$ cat config.mk
export PLATFORM = sky130hd
export DESIGN_NAME = data_launch_flat
export DESIGN_NICKNAME = d
export VERILOG_FILES = /design/src/rtl/data_launch_if.sv /design/src/rtl/data_launch.sv /design/src/flat_wrapper.sv
export SDC_FILE = /design/constraint.sdc
export NUM_CORES = 1
export LEC_CHECK = 0
export ABC_AREA = 1
export BUFFER_PORTS_ARGS = -buffer_cell sky130_fd_sc_hd__buf_2
export CAP_MARGIN = 20
export CORE_ASPECT_RATIO = 1.25
export CORE_MARGIN = 1.5
export CORE_UTILIZATION = 47
export CTS_CLUSTER_DIAMETER = 50
export CTS_CLUSTER_SIZE = 12
export DETAILED_ROUTE_END_ITERATION = 10
export GPL_TIMING_DRIVEN = 0
export PLACE_DENSITY = 0.78
export SETUP_SLACK_MARGIN = 0.4
export SLEW_MARGIN = 20
export SYNTH_ARGS = -nofsm -noshare
export SYNTH_HDL_FRONTEND = slang
export SYNTH_SLANG_ARGS = --single-unit
$ cat constraint.sdc
create_clock -name DataLaunch_CLK -period 1.15 [get_ports DataLaunch_CLK]
set_input_delay 0.23 -clock DataLaunch_CLK [delete_from_list [all_inputs] [get_ports DataLaunch_CLK]]
set_output_delay 0.23 -clock DataLaunch_CLK [all_outputs]
set_load 0.01 [all_outputs]
$ cat src/rtl/data_launch_if.sv
// -----------------------------------------------------------------------------
// data_launch_if
//   Bundles the local-side valid/ready word handshake and the held bus /
//   level-enable pair toward the destination-domain synchronizer.
//
//   Signals
//     in_data     word offered by local logic
//     in_valid    in_data valid
//     in_ready    launcher can accept a word this cycle
//     ack         destination's synchronized copy of bus_enable (async here)
//     unsync_bus  held data toward the destination synchronizer
//     bus_enable  level request, high while a word is presented
//     done        one-cycle pulse per acknowledged word
//     busy        launcher not idle or holding a pending word
//
//   Modports
//     master  the launcher itself
//     slave   the environment around it (local logic + destination side)
// -----------------------------------------------------------------------------
interface data_launch_if #(
  parameter int WIDTH = 8
);
  logic [WIDTH-1:0] in_data;
  logic             in_valid;
  logic             in_ready;
  logic             ack;
  logic [WIDTH-1:0] unsync_bus;
  logic             bus_enable;
  logic             done;
  logic             busy;

  modport master (
    input  in_data,
    input  in_valid,
    input  ack,
    output in_ready,
    output unsync_bus,
    output bus_enable,
    output done,
    output busy
  );

  modport slave (
    output in_data,
    output in_valid,
    output ack,
    input  in_ready,
    input  unsync_bus,
    input  bus_enable,
    input  done,
    input  busy
  );
endinterface

$ cat src/rtl/data_launch.sv
// -----------------------------------------------------------------------------
// data_launch
//   Source-domain side of a four-phase bus-hold crossing. Words arrive over a
//   valid/ready handshake, are placed on a held bus and announced with a level
//   enable. The destination returns its synchronized copy of the enable as ack;
//   the bus never changes while the enable is high. One word can wait in a
//   pending buffer while a transfer is in flight.
//
//   Parameters
//     STAGES  depth of the ack synchronizer (>= 2)
//     WIDTH   data bus width
//
//   Ports
//     DataLaunch_CLK  source-domain clock
//     DataLaunch_RST  synchronous, active-high reset
//     dl              data_launch_if.master (handshake, bus, enable, status)
//
//   state   | meaning
//   --------+-------------------------------------------------------------
//   IDLE    | no word on the bus; enable low; waiting for a word and ack_s=0
//   REQ     | word held on the bus, enable high; waiting for ack_s=1
//   RELEASE | enable low after ack; waiting for ack_s=0 before next launch
// -----------------------------------------------------------------------------
module data_launch #(
  parameter int STAGES = 2,
  parameter int WIDTH  = 8
) (
  input  logic          DataLaunch_CLK,
  input  logic          DataLaunch_RST,
  data_launch_if.master dl
);

  typedef enum logic [1:0] {
    IDLE    = 2'd0,
    REQ     = 2'd1,
    RELEASE = 2'd2
  } stateT;

  stateT            state;
  stateT            nextState;

  logic [STAGES-1:0] ackSync;
  logic              ackS;

  logic [WIDTH-1:0] busReg;
  logic [WIDTH-1:0] pendingData;
  logic             pendingFull;
  logic             enableReg;
  logic             doneReg;

  logic             accept;
  logic             loadDirect;
  logic             loadPending;
  logic             writePending;
  logic             nextDone;
  logic             nextEnable;

  assign ackS = ackSync[STAGES-1];

  // Ready depends only on registered state, so the upstream handshake never
  // sees a combinational path from in_valid or ack.
  assign accept = dl.in_valid & ~pendingFull;

  always_comb begin
    nextState   = state;
    loadDirect  = 1'b0;
    loadPending = 1'b0;
    nextDone    = 1'b0;
    case (state)
      IDLE: begin
        // A high ack_s here is stale from an earlier transfer or a reset
        // taken mid-handshake; launching now would break the four-phase
        // sequence, so any word waits in pending instead.
        if (!ackS) begin
          if (pendingFull) begin
            loadPending = 1'b1;
            nextState   = REQ;
          end else if (accept) begin
            loadDirect = 1'b1;
            nextState  = REQ;
          end
        end
      end
      REQ: begin
        if (ackS) begin
          nextState = RELEASE;
          nextDone  = 1'b1;
        end
      end
      RELEASE: begin
        if (!ackS) begin
          if (pendingFull) begin
            loadPending = 1'b1;
            nextState   = REQ;
          end else begin
            nextState = IDLE;
          end
        end
      end
      default: nextState = IDLE;
    endcase
  end

  // Words not launched directly go to pending; accept and loadPending are
  // mutually exclusive because both depend on opposite values of pendingFull.
  assign writePending = accept & ~loadDirect;

  // Enable is registered from the next state so it falls on the same edge
  // that leaves REQ and rises on the same edge that loads the bus.
  assign nextEnable = (nextState == REQ);

  always_ff @(posedge DataLaunch_CLK) begin
    if (DataLaunch_RST) begin
      ackSync     <= '0;
      state       <= IDLE;
      busReg      <= '0;
      pendingData <= '0;
      pendingFull <= 1'b0;
      enableReg   <= 1'b0;
      doneReg     <= 1'b0;
    end else begin
      ackSync   <= {ackSync[STAGES-2:0], dl.ack};
      state     <= nextState;
      enableReg <= nextEnable;
      doneReg   <= nextDone;

      if (loadDirect) begin
        busReg <= dl.in_data;
      end else if (loadPending) begin
        busReg <= pendingData;
      end

      if (writePending) begin
        pendingData <= dl.in_data;
        pendingFull <= 1'b1;
      end else if (loadPending) begin
        pendingFull <= 1'b0;
      end
    end
  end

  assign dl.in_ready   = ~pendingFull;
  assign dl.unsync_bus = busReg;
  assign dl.bus_enable = enableReg;
  assign dl.done       = doneReg;
  assign dl.busy       = (state != IDLE) | pendingFull;

  // The bus may only be reloaded while the enable is low.
  always_ff @(posedge DataLaunch_CLK) begin
    if (!DataLaunch_RST && (loadDirect || loadPending)) begin
      assert (!enableReg);
    end
  end

  // A completion pulse is never followed directly by another one.
  assert property (@(posedge DataLaunch_CLK) disable iff (DataLaunch_RST)
                   doneReg |=> !doneReg);

endmodule

$ cat src/flat_wrapper.sv
// flat-port wrapper written by rule: the top's interface ports become plain ports
module data_launch_flat 
#(
  parameter int STAGES = 2,
  parameter int WIDTH  = 8
)
  (DataLaunch_CLK, DataLaunch_RST, dl_in_data, dl_in_valid, dl_ack, dl_in_ready, dl_unsync_bus, dl_bus_enable, dl_done, dl_busy);
  data_launch_if #(.WIDTH(WIDTH)) dl_i ();
  input  logic DataLaunch_CLK;
  input  logic DataLaunch_RST;
  input wire logic [$bits(dl_i.in_data)-1:0] dl_in_data;
  input wire logic [$bits(dl_i.in_valid)-1:0] dl_in_valid;
  input wire logic [$bits(dl_i.ack)-1:0] dl_ack;
  output wire logic [$bits(dl_i.in_ready)-1:0] dl_in_ready;
  output wire logic [$bits(dl_i.unsync_bus)-1:0] dl_unsync_bus;
  output wire logic [$bits(dl_i.bus_enable)-1:0] dl_bus_enable;
  output wire logic [$bits(dl_i.done)-1:0] dl_done;
  output wire logic [$bits(dl_i.busy)-1:0] dl_busy;
  assign dl_i.in_data = dl_in_data;
  assign dl_i.in_valid = dl_in_valid;
  assign dl_i.ack = dl_ack;
  assign dl_in_ready = dl_i.in_ready;
  assign dl_unsync_bus = dl_i.unsync_bus;
  assign dl_bus_enable = dl_i.bus_enable;
  assign dl_done = dl_i.done;
  assign dl_busy = dl_i.busy;
  data_launch #(.STAGES(STAGES), .WIDTH(WIDTH)) u_core (.DataLaunch_CLK(DataLaunch_CLK), .DataLaunch_RST(DataLaunch_RST), .dl(dl_i));
endmodule
==> impl_metrics.ini <==
[timing]
tns_ns = -0.949
skew_ns = 0.00447
fmax_ghz = 0.750
fin_crit_sh_pct = 116
fin_crit_ns = 1.33
setup_ws_ns = -0.184
finalSetupViolations = 13
worst_slew_pin_slew_ns = 0.308
slew_violations = 0
hold_slack_ns = 0.0907
grt_setup_unrepaired = yes
hold_viol_final = 0
slew_headroom_pct = 79.4

[run]
max_cap_violations = 0

[place]
port_buffers = 22
dpl_cell_area_sq_um = 1250
dpl.hpwl_mm = 1.75
place.gp.congestion = 0.787
dp_slack_ns = -0.0336
numPlacedInstances = 191

[power]
ir_drop_v = 0.00103
p_leak_nw = 0.757
p_total_mw = 2.07
power_density_nw_per_um2 = 1230

[worst_setup_path]
arrival_ns = 1.10
endpoint_kind = primary output
start_kind = flop
cp.required_ns = 0.92
worst_r2r_startpoint = u_core.state[1]
worstSetupStartpoint = u_core.state[1]
crit_chain = nor2_4 > buf_6 > nand2_1 > buf_2
cp_max_fo = 2
critPathMaxStageDelay_ns = 0.37
crit_type = reg -> out
critPathSlowestCell = dfxtp_4

[final_layout]
final_cell_area_sq_um = 1680
final_cell_mix = nor2_1, buf_6, nand2_1, nand4_1, buf_2
areaGrowthSynthToFinish_pct = 58.0
instances_no_fill = 215
drive_gt1_share_pct = 49.5
fin_nets = 197
diodes = 0
fillCellCount = 148
layout_commonest_cell = nor2_1
multi_input_area_sq_um = 598
register_area_sq_um = 483
fin_util_pct = 77.5

[routing]
drt-total-wl_mm = 3.49
ant_nets = 0
wire_per_inst_um = 16.3
route.detailed.drc = 0
drtIter0Drc = 54
drt-pass1-iter-count = 5
num_vias = 1208
vias_per_cell = 5.62

[grt]
grt_overflow = 0
grt_pass1_wl_mm = 5.33
track_usage_pct = 28.7
antenna_found_initial = 0
grt_max_degree = 13
first_global_vias = 1167

[die]
dieArea_sq_um = 2550
core_area_sq_um = 2160
die_h_um = 56.1
die_w_um = 45.5
floorplan.initialDensity_pct = 49.0
core.rowCount = 19
num_io_pins = 24

[yosys]
synth-seq-area-share_pct = 43.4
synth_top_area_share_pct = 43.4
yosysWarningCount = 0
syn_area_sq_um = 1060
synth.area.top_cells = dfxtp_1, nand4_1, nand2_1
synth_area_leader_cell = dfxtp_1
syn-num-nets = 150
syn_inst = 138
syn_avg_cell_area_sq_um = 7.69
synth-seq-cells = 23
synth.distinct_cells = 23

[hold_path]
hold_class = in -> reg
worstHoldStart = dl_ack

[cts]
cts-root-buf = clkbuf_4
cts_tree = built
htree_levels = 1
clkLatencyLatePin_ns = 0.33
cts_buffers = 3
cts.sinks = 23
clkTransAtPathRegs_ns = 0.12
holdBufCountCts = 0
clock_path_buffers = 2

[run_status]
outcome = finished, violations left
violations = negative setup slack
==> worst max-delay path, delay by kind of cell (launching register included) <==
family / cells / cell delay (ns)
simple gates: 2 / 0.17
buf+inv: 2 / 0.23
flops: 1 / 0.37
==> Yosys cell counts <==
library cell	instances
dfxtp_1	23
clkbuf_1	1
nand4_1	16
buf_2	4
o21ai_1	1
nand2_2	1
buf_6	1
nor4_1	1
nand3_2	1
nand2_1	21
a21oi_2	7
o21ai_0	8
a21oi_1	4
nand3_4	1
o211ai_1	1
nor2_2	1
nor2_8	1
a211oi_1	1
nor2_1	18
nand3_1	8
inv_1	13
inv_2	4
buf_4	1
==> area by class of cell <==
class / instances / area share [%]
Sequential cell: 23 / 28.8
Clock buffer: 4 / 1.57
Timing Repair Buffer: 40 / 22.5
Buffer: 7 / 4.55
Inverter: 17 / 4.55
Tap cell: 31 / 2.31
Multi-Input combinational cell: 93 / 35.7
==> metal layers <==
| metal | up-vias | wire length (um) | track usage [%] |
|---|---|---|---|
| met5 | - | 0 | 0 |
| met4 | 0 | 85 | 13.9 |
| met3 | 8 | 187 | 4.87 |
| met2 | 59 | 1750 | 47.3 |
| met1 | 578 | 1470 | 34.4 |
| li1 | 563 | - | - |
==> sequential cells by signal (all words and copies together) (netlist names) <==
name / count
u_core.dl.unsync_bus: 8
u_core.pendingFull: 1
u_core.pendingData: 8
u_core.dl.bus_enable: 1
u_core.state: 2
u_core.dl.done: 1
u_core.ackSync: 2
==> kinds of logic (layout without fill, tap and decap cells) <==
family,Yosys count,count (layout),share of synthesized area [%]
AOI/OAI and AO/OA,22,22,13.3
and+or+nand+nor,69,71,33.3
buffers and inverters,24,68,10.0
DFF,23,23,43.4
==> final timing paths <==
kind                        endpoint  slack, ns  depth (start not counted)
max                          dl_busy      -0.18                          4
min                u_core.ackSync[0]       0.09                          3
max reg2reg  u_core.dl.unsync_bus[3]      -0.10                          7
min reg2reg        u_core.ackSync[1]       0.43                          2
==> where the power goes <==
part / internal, mW / switching [mW] / total (mW) / leakage [nW]
clock: 0.136 / 0.257 / 0.393 / 0.0150
combinational: 0.350 / 0.391 / 0.741 / 0.547
sequential: 0.880 / 0.0548 / 0.935 / 0.195
total: 1.37 / 0.702 / 2.07 / 0.757
==> timing repair <==
action                     in CTS  in global routing
setup buffers                  11                  4
pin swaps                       7                  7
gates cloned                    4                  1
gates resized for setup        39                 19
setup endpoints to repair      33                 33
Power figures use the tool's default switching activity.
